==> config.mk <==
export PLATFORM = sky130hd
export DESIGN_NAME = div6b3_seq
export DESIGN_NICKNAME = d
export VERILOG_FILES = /design/src/rtl/div6b3_seq.sv
export SDC_FILE = /design/constraint.sdc
export NUM_CORES = 1
export LEC_CHECK = 0
export BUFFER_PORTS_ARGS = -buffer_cell sky130_fd_sc_hd__buf_2
export CAP_MARGIN = 20
export CORE_MARGIN = 2
export CORE_UTILIZATION = 59
export CTS_BUF_LIST = sky130_fd_sc_hd__clkbuf_4
export DETAILED_ROUTE_END_ITERATION = 12
export PLACE_DENSITY = 0.82
export SLEW_MARGIN = 25
export SYNTH_ARGS = -nofsm -noshare
export SYNTH_HDL_FRONTEND = slang
export SYNTH_SLANG_ARGS = --single-unit
==> constraint.sdc <==
create_clock -name clk -period 3.7 [get_ports clk]
set_clock_uncertainty 0.15 [all_clocks]
set_input_delay 0.37 -clock clk [delete_from_list [all_inputs] [get_ports clk]]
set_output_delay 0.37 -clock clk [all_outputs]
set_load 0.1 [all_outputs]
==> src/rtl/div6b3_seq.sv <==
// div6b3_seq: sequential restoring divider, 6-bit unsigned dividend by 3-bit unsigned divisor.
// One quotient bit per RUN cycle, MSB first; a zero divisor completes on the accepting edge.
module div6b3_seq (
  input  logic       clk,
  input  logic       rst_n,
  input  logic       start,
  input  logic [5:0] dividend,
  input  logic [2:0] divisor,
  output logic       busy,
  output logic       done,
  output logic [5:0] quotient,
  output logic [2:0] remainder,
  output logic       div_zero
);

  // state | meaning
  // IDLE  | waiting for start
  // RUN   | one restoring step per cycle, r_cnt walks 5..0
  // FIN   | results valid, done high; a start here is accepted as in IDLE
  typedef enum logic [1:0] {
    IDLE = 2'd0,
    RUN  = 2'd1,
    FIN  = 2'd2
  } state_t;

  state_t     r_state;
  logic [5:0] r_dvd;
  logic [2:0] r_dvs;
  logic [3:0] r_pr;
  logic [2:0] r_cnt;
  logic [5:0] r_qw;
  logic       r_busy;
  logic       r_done;
  logic [5:0] r_quot;
  logic [2:0] r_rem;
  logic       r_dz;

  logic [3:0] w_pr_shift;
  logic       w_ge;
  logic [3:0] w_pr_next;
  logic [5:0] w_q_next;

  // r_pr[3] is always 0 after a step (pr < divisor); folding it into the compare keeps it meaningful
  always_comb begin
    w_pr_shift      = {r_pr[2:0], r_dvd[r_cnt]};
    w_ge            = r_pr[3] | (w_pr_shift >= {1'b0, r_dvs});
    w_pr_next       = w_ge ? (w_pr_shift - {1'b0, r_dvs}) : w_pr_shift;
    w_q_next        = r_qw;
    w_q_next[r_cnt] = w_ge;
  end

  always_ff @(posedge clk or negedge rst_n) begin
    if (!rst_n) begin
      r_state <= IDLE;
      r_dvd   <= 6'd0;
      r_dvs   <= 3'd0;
      r_pr    <= 4'd0;
      r_cnt   <= 3'd0;
      r_qw    <= 6'd0;
      r_busy  <= 1'b0;
      r_done  <= 1'b0;
      r_quot  <= 6'd0;
      r_rem   <= 3'd0;
      r_dz    <= 1'b0;
    end else begin
      r_done <= 1'b0;
      case (r_state)
        RUN: begin
          r_pr  <= w_pr_next;
          r_qw  <= w_q_next;
          r_cnt <= r_cnt - 3'd1;
          if (r_cnt == 3'd0) begin
            r_state <= FIN;
            r_busy  <= 1'b0;
            r_done  <= 1'b1;
            r_quot  <= w_q_next;
            r_rem   <= w_pr_next[2:0];
            r_dz    <= 1'b0;
          end
        end
        default: begin
          if (start) begin
            r_dvd <= dividend;
            r_dvs <= divisor;
            r_pr  <= 4'd0;
            r_qw  <= 6'd0;
            if (divisor == 3'd0) begin
              r_state <= FIN;
              r_cnt   <= 3'd0;
              r_done  <= 1'b1;
              r_quot  <= 6'h3F;
              r_rem   <= 3'd0;
              r_dz    <= 1'b1;
            end else begin
              r_state <= RUN;
              r_cnt   <= 3'd5;
              r_busy  <= 1'b1;
            end
          end else begin
            r_state <= IDLE;
          end
        end
      endcase
    end
  end

  assign busy      = r_busy;
  assign done      = r_done;
  assign quotient  = r_quot;
  assign remainder = r_rem;
  assign div_zero  = r_dz;

endmodule

==> Word level (Yosys, flattened, before mapping) <==
Index checks and enable logic that the tools add are counted.
{ "op_classes": {"order_cmp": 3, "bitwise": 2, "eq_ne": 3, "n_mux": 36, "n_addsub": 2, "reduce_logical": 8} }
{ "ops": {"columns": ["op", "n"], "rows": [
  ["6-bit two-way mux", 6],
  ["3-bit two-way mux", 7],
  ["1-bit two-way mux", 13],
  ["4-bit two-way mux", 3],
  ["2-bit two-way mux", 4],
  ["6-bit bitwise mux", 1],
  ["3-bit logical NOT", 2],
  ["3-bit AND reduction", 2],
  ["4-bit by 3-bit >= comparator with 1-bit output", 1],
  ["3-bit by 4-bit less-than comparator with 1-bit output (second input constant)", 1],
  ["2-bit nonzero test", 2],
  ["4-bit by 3-bit subtractor with 4-bit output", 1],
  ["1-bit binary-select mux with 3-bit select", 1],
  ["1-bit demux with 3-bit select", 1],
  ["3-bit by 1-bit >= comparator with 1-bit output (second input constant)", 1],
  ["3-bit by 1-bit subtractor with 3-bit output (second input constant)", 1],
  ["2-bit by 1-bit == test with 1-bit output (second input constant)", 1],
  ["2-bit by 1-bit inequality test with 1-bit output (second input constant)", 1],
  ["2-bit inequality test (second input constant)", 1],
  ["2-bit AND reduction", 1],
  ["1-bit logical AND", 1],
  ["1-bit inverter", 1],
  ["1-bit bitwise OR", 1]
]} }
{ "word_totals": {"input_bits": 12, "output_inout_bits": 12, "elab_cells": 65, "reg_bits": 36} }

==> Depth between registers and ports, before layout <==
Gate-level depths: netlist of run 1.
{ "depth": {"ltp_word": 7, "ltp_mapped": 10} }

==> Worst setup path before layout of run 1 <==
OpenSTA, ideal clock, no wires.
{ "synth_timing": {"kind": "reg2reg", "start": "register r_cnt[2]", "end": "register r_pr[1]", "path_stages_with_launch": 11, "setup_time_ns": 0.083, "synth_period_minus_slack_ns": 2.563, "required_time_ns": 3.467, "path_slack_ns": 1.137, "n_path_buf": 1, "arrival_time_ns": 2.330, "path_cell_list": "dfrtp_1 -> buf_2 -> nand2b_1 -> nor2_1 -> nor3_1 -> ha_1 -> fa_1 -> a21boi_0 -> o21ai_2 -> mux2_2 -> o21ai_0"} }
{ "synth_between": {"elab_chain_len": 6} }
{ "synth_lines": {"columns": ["item", "line_no", "rtl"], "rows": [
  ["start, declared", "30", "logic [2:0] r_cnt;"],
  ["start signal, assigned", "71", "r_cnt <= r_cnt - 3'd1;"],
  ["1-bit binary-select mux with 3-bit select *", "45", "w_pr_shift = {r_pr[2:0], r_dvd[r_cnt]};"],
  ["1-bit two-way mux (not written as such) *", "45", null],
  ["4-bit by 3-bit >= comparator with 1-bit output", "46", "w_ge = r_pr[3] | (w_pr_shift >= {1'b0, r_dvs});"],
  ["1-bit bitwise OR", "46", null],
  ["4-bit two-way mux *", "47", "w_pr_next = w_ge ? (w_pr_shift - {1'b0, r_dvs}) : w_pr_shift;"],
  ["4-bit two-way mux *", "67", "case (r_state)"],
  ["end signal, assigned", "69", "r_pr <= w_pr_next;"],
  ["end, declared", "29", "logic [3:0] r_pr;"]
]} }
Every way passes the cells marked *; elsewhere a longest branch is shown, timed or not. The select of a mux whose other input is x is not followed.
A chain may end at the register's enable or synchronous reset.

==> Worst setup path after layout of run 1 <==
{ "layout_timing": {"start": "register r_cnt[0]", "end": "register r_pr[1]"} }
The elaborated chain is that of the path after synthesis.

==> results.py, run 1 <==
metrics = {
    "detailed_routing": {
        "routed_via_density": 6.11,
        "drtIter0Drc": 67,
        "via_count": 1326,
        "route.detailed.drc": 3,
        "wirelength_mm": 3.47,
        "wl_per_cell_um": 16.0,
        "dr.pass1.iters": 8,
        "antenna_left": 0,
    },
    "critical_path": {
        "crit_family": "compound AO/OA/AOI/OAI gates",
        "crit_path_max_incr_delay_ps": 570,
        "arrival_ps": 3070,
        "crit_type": "reg2reg",
        "crit_chain": "mux2i_1 -> nor3_1 -> nor3_1 -> ha_1 -> fa_1 -> a21boi_0 -> o21ai_2 -> mux2_2 -> o21ai_0",
        "end_kind": "flop",
        "cpMaxStageDelayCell": "dfrtp_1",
        "cp.required_ps": 3790,
        "crit_fanout": 11,
        "cp_common_cell": "nor3_1",
        "crit_path_start_kind": "flop",
        "critPathBufInv": 0,
    },
    "timing": {
        "fin_ws_ps": 720,
        "fin_crit_sh_pct": 80.5,
        "setup_tns_ps": 0,
        "relSlewSlack_pct": 47.9,
        "fin_crit_ps": 2980,
        "max_clock_freq_mhz": 336,
        "drv_slew": 0,
        "tightest_slew_ps": 780,
        "finalHoldViolations": 0,
        "grt_setup_unrepaired": "false",
        "setup_viol": 0,
    },
    "clocking": {
        "clk_latency_ps": 330,
        "cts_tree": "built",
        "postCtsSetupRepairBufs": 0,
        "cts_sinks": 36,
        "cts_resized": 0,
        "cts_max_path_buffers": 2,
        "ctsHoldBuffers": 1,
        "cts_buffers": 5,
        "htreeDepth": 2,
        "cts.clk_slew.worst_paths_ps": 110,
        "cts_root_buffer": "clkbuf_4",
    },
    "logic_synthesis": {
        "synth_seq_cells": 36,
        "yosys-top-cells-count": "36 x dfrtp_1, 16 x o21ai_0, 10 x mux2_2, 8 x inv_1, 8 x nor3_1",
        "ys.flop_type": "dfrtp_1",
        "synth_edf_count": 0,
        "ys_warn_count": 0,
        "synth_top_cell_by_area": "dfrtp_1",
        "yosysTopAreaCellShare_pct": 51.1,
        "synthTopCellsByArea": "dfrtp_1 51%, mux2_2 6.4%, o21ai_0 4.5%",
        "async_flop_share_pct": 100,
        "synthCells": 161,
        "synth_cell_types": 40,
        "synth_nets": 179,
        "seq_area_frac_synth_pct": 51.1,
        "synth.most_common_cell": "dfrtp_1",
        "netlist_area_sq_um": 1760,
        "avgSynthCellArea_sq_um": 10.9,
    },
    "finish": {
        "nets": 203,
        "final_util_pct": 69.2,
        "n_fill_cell": 229,
        "multi_input_comb_area_sq_um": 796,
        "num_antenna_cells": 0,
        "syn_to_final_growth_pct": 10.2,
        "seqCellArea_sq_um": 901,
        "final_cell_count_no_fill": 217,
        "post_route_cells_drive_above_1_share_pct": 24.7,
    },
    "place": {
        "dp_slack_ps": 757,
        "dp.cells": 208,
        "hpwl_mm": 2.55,
        "place.gp.congestion": 0.821,
        "portBuffers": 23,
    },
    "job": {
        "cap_viol_max_count": 0,
    },
    "die": {
        "start_util_pct": 62.8,
        "dieArea_sq_um": 3440,
        "core_sq_um": 2810,
        "dieWidth_um": 58.6,
        "dieHeight_um": 58.6,
        "boundaryPins": 24,
        "rows": 19,
    },
    "status": {
        "failed_checks": "DRC",
        "status": "finished, violations left",
    },
    "global_routing": {
        "grt_max_degree": 37,
        "antenna_found_initial": 0,
        "grt_pass1_wl_mm": 5.84,
        "grt-ovfl-total": 0,
        "gr-usage-all-layers_pct": 22.7,
        "grt_pass1_vias": 1279,
    },
    "worst_hold_path": {
        "worst_hold_path_type": "in2reg",
    },
}
routing by layer:
layer / routed length [um] / track usage [%]
met2: 1680 / 36.9
met5: 0 / 0
met4: 53 / 9.42
met1: 1580 / 29.5
met3: 163 / 5.05
logic make-up (layout without fill, tap and decap cells):
logic type                 Yosys count  after routing  synth area share (%)
AOI/OAI and AO/OA                   39             39                  14.8
adders and majority gates            6              6                  4.69
buffers and inverters               15             40                  3.69
DFF                                 36             36                  51.1
muxes                               18             18                  11.2
and+or+nand+nor                     47             47                  14.4
layout make-up:
class | instances | area share [%]
clock inverters | 3 | 0.709
repair buffers | 24 | 6.44
clock buffers | 5 | 1.93
flip-flops and latches | 36 | 46.4
inverters | 8 | 1.55
well taps | 31 | 2.00
multi-input cells | 110 | 41.0
metrics by stage:
stage	instance area, sq um	hold slack [ps]
5_1_grt	1940	110
6_report	1940	125
3_3_place_gp	1880	305
3_5_place_dp	1880	321
2_1_floorplan	1760	-75.6
4_1_cts	1940	115
cells in the final DEF, fill, tap and decap left out, types with 2 or more instances in the layout:
cell type / count
a22o_1: 4
a2bb2oi_1: 4
a31oi_1: 2
and2_1: 3
buf_2: 23
clkbuf_4: 5
clkinv_2: 2
dfrtp_1: 36
ha_1: 5
inv_1: 8
mux2_2: 10
mux2i_1: 7
nand2_1: 7
nand2_2: 2
nand2b_1: 5
nand3_1: 4
nand3b_1: 2
nor2_1: 6
nor2b_1: 3
nor3_1: 8
o21ai_0: 16
o22a_1: 2
o31ai_1: 3
or3_1: 2
final timing paths:
path	from	slack, ps	end	cells past startpoint
setup / recovery	r_cnt[0]	720	r_pr[1]	9
hold / removal	dividend[4]	130	r_dvd[4]	2
setup reg to reg	r_cnt[0]	720	r_pr[1]	9
hold reg to reg	div_zero	340	div_zero	2
max in group asynchronous	rst_n	2410	r_cnt[1]	2
min in group asynchronous	rst_n	490	r_pr[2]	2
state kept, by name, indices dropped and copies added (netlist names):
register,count
r_cnt,3
remainder,3
r_state,2
r_qw,6
r_pr,4
busy,1
r_dvs,3
quotient,6
r_dvd,6
done,1
div_zero,1
Power of run 1 is not shown: default switching activity piles up to over one toggle a cycle in this logic, so the estimate is an artifact.
==> run 2: changes to the inputs <==
- clock period: 3.7 -> 2.9 ns (I/O delays scaled with it)
==> run 2 against run 1 <==
Compared with the run above: global-route usage increased by 1.9 points; critical path depth increased by 1; non-clock buffer count increased by 4; maximum frequency increased by 8.6%; core utilization increased by 2.2 points; routed wire length increased by 5.4%; critical endpoint is now r_pr[0]; clock-buffer cell count unchanged; highest routed layer unchanged; sequential cell count unchanged; via count increased by 0.98%; first-iteration DRC count decreased by 15%; the flow still finishes with violations (DRC); cell count increased by 1.8%; hold slack got worse by 94 ps.
==> results.py, run 2 (synthesized netlist as in run 1, its figures left out) <==
metrics = {
    "status": {
        "status": "finished, violations left",
        "failed_checks": "DRC",
    },
    "timing": {
        "fin_ws_ps": 156,
        "fin_crit_sh_pct": 94.6,
        "tightest_slew_ps": 781,
        "finalHoldViolations": 0,
        "max_clock_freq_mhz": 364,
        "relSlewSlack_pct": 47.9,
        "setup_viol": 0,
        "grt_setup_unrepaired": "true",
        "fin_crit_ps": 2740,
        "drv_slew": 0,
        "setup_tns_ps": 0,
    },
    "critical_path": {
        "end_kind": "flop",
        "arrival_ps": 2810,
        "crit_fanout": 11,
        "cpMaxStageDelayCell": "dfrtp_2",
        "startpoint": "r_cnt[0]",
        "critPathBufInv": 1,
        "crit_path_start_kind": "flop",
        "cp_common_cell": "nor3_1",
        "timing.rr.start": "r_cnt[0]",
        "crit_chain": "mux2i_1 -> nor3_1 -> nor3_1 -> ha_1 -> fa_1 -> a21boi_0 -> o21ai_2 -> buf_4 -> nor4_1 -> o31ai_1",
        "rrSetupSlack_ps": 160,
        "crit_path_max_incr_delay_ps": 500,
        "crit_family": "simple AND/OR/NAND/NOR gates",
        "cp.required_ps": 2970,
        "crit_type": "reg2reg",
    },
    "job": {
        "cap_viol_max_count": 0,
    },
    "finish": {
        "num_antenna_cells": 0,
        "n_fill_cell": 224,
        "seqCellArea_sq_um": 902,
        "multi_input_comb_area_sq_um": 796,
        "post_route_cells_drive_above_1_share_pct": 26.8,
        "nets": 207,
        "layout_commonest_cell": "dfrtp_1",
        "layout_common_cells": "35 x dfrtp_1, 23 x buf_2, 16 x o21ai_0",
        "syn_to_final_growth_pct": 13.8,
    },
    "die": {
        "dieHeight_um": 58.6,
        "rows": 19,
        "start_util_pct": 62.8,
        "boundaryPins": 24,
        "dieWidth_um": 58.6,
        "dieArea_sq_um": 3440,
        "core_sq_um": 2810,
    },
    "global_routing": {
        "grt_max_degree": 37,
        "grt_pass1_wl_mm": 6.18,
        "grt-ovfl-total": 0,
        "grt_pass1_vias": 1352,
        "gr-usage-all-layers_pct": 24.6,
        "antenna_found_initial": 0,
    },
    "clocking": {
        "cts_max_path_buffers": 2,
        "htreeDepth": 2,
        "postCtsSetupRepairBufs": 0,
        "clk_latency_ps": 340,
        "cts_root_buffer": "clkbuf_4",
        "cts_sinks": 36,
        "cts_tree": "built",
        "cts_buffers": 5,
        "cts.clk_slew.worst_paths_ps": 110,
    },
    "detailed_routing": {
        "wl_per_cell_um": 16.6,
        "via_count": 1339,
        "drtIter0Drc": 57,
        "antenna_left": 0,
        "dr.pass1.iters": 8,
        "wirelength_mm": 3.66,
        "routed_via_density": 6.06,
        "route.detailed.drc": 3,
    },
    "place": {
        "hpwl_mm": 2.67,
        "portBuffers": 23,
        "place.gp.congestion": 0.779,
        "dp_slack_ps": 124,
    },
    "worst_hold_path": {
        "hold_start": "dividend[5]",
        "worst_hold_path_type": "in2reg",
    },
}
[run 2: cell type report]
class,count,area share [%]
inverters,8,1.50
flip-flops and latches,36,45.0
clock inverters,3,2.12
well taps,31,1.94
clock buffers,5,1.87
multi-input cells,110,39.7
repair buffers,28,7.87
[run 2: per-stage QoR]
stage / std cells / hold slack, ps / instance area [sq um] / util (%)
2_1_floorplan: 161 / -156 / 1760 / -
3_3_place_gp: 211 / 251 / 1900 / 67.8
3_5_place_dp: 211 / 263 / 1900 / 67.8
4_1_cts: 220 / 10.1 / 1990 / 71.1
5_1_grt: 221 / 14.3 / 2000 / 71.5
6_report: 221 / 31.8 / 2000 / 71.5
[run 2: final timing paths]
check | to | depth (start not counted)
setup reg to reg | r_pr[0] | 10
min in group asynchronous | remainder[1] | 2
hold reg to reg | div_zero | 2
max in group asynchronous | r_cnt[0] | 2
setup / recovery | r_pr[0] | 10
hold / removal | r_dvd[5] | 2
[run 2: repair_timing]
action | 4_1_cts | 5_1_grt
endpoints found under the hold margin | 36 | 1
gates resized for setup | 0 | 1
hold buffers | 1 | 1
setup endpoints to repair | 0 | 8
[run 2: routing by layer]
metal	share of wire [%]	vias up	wire length [um]	GRT usage [%]
met4	1.9	0	69	11.0
met1	45	655	1640	32.5
met2	49	39	1800	38.2
met3	4.1	7	149	6.81
li1	-	638	-	-
met5	0	-	0	0
Power of run 2 is left out for the same reason.
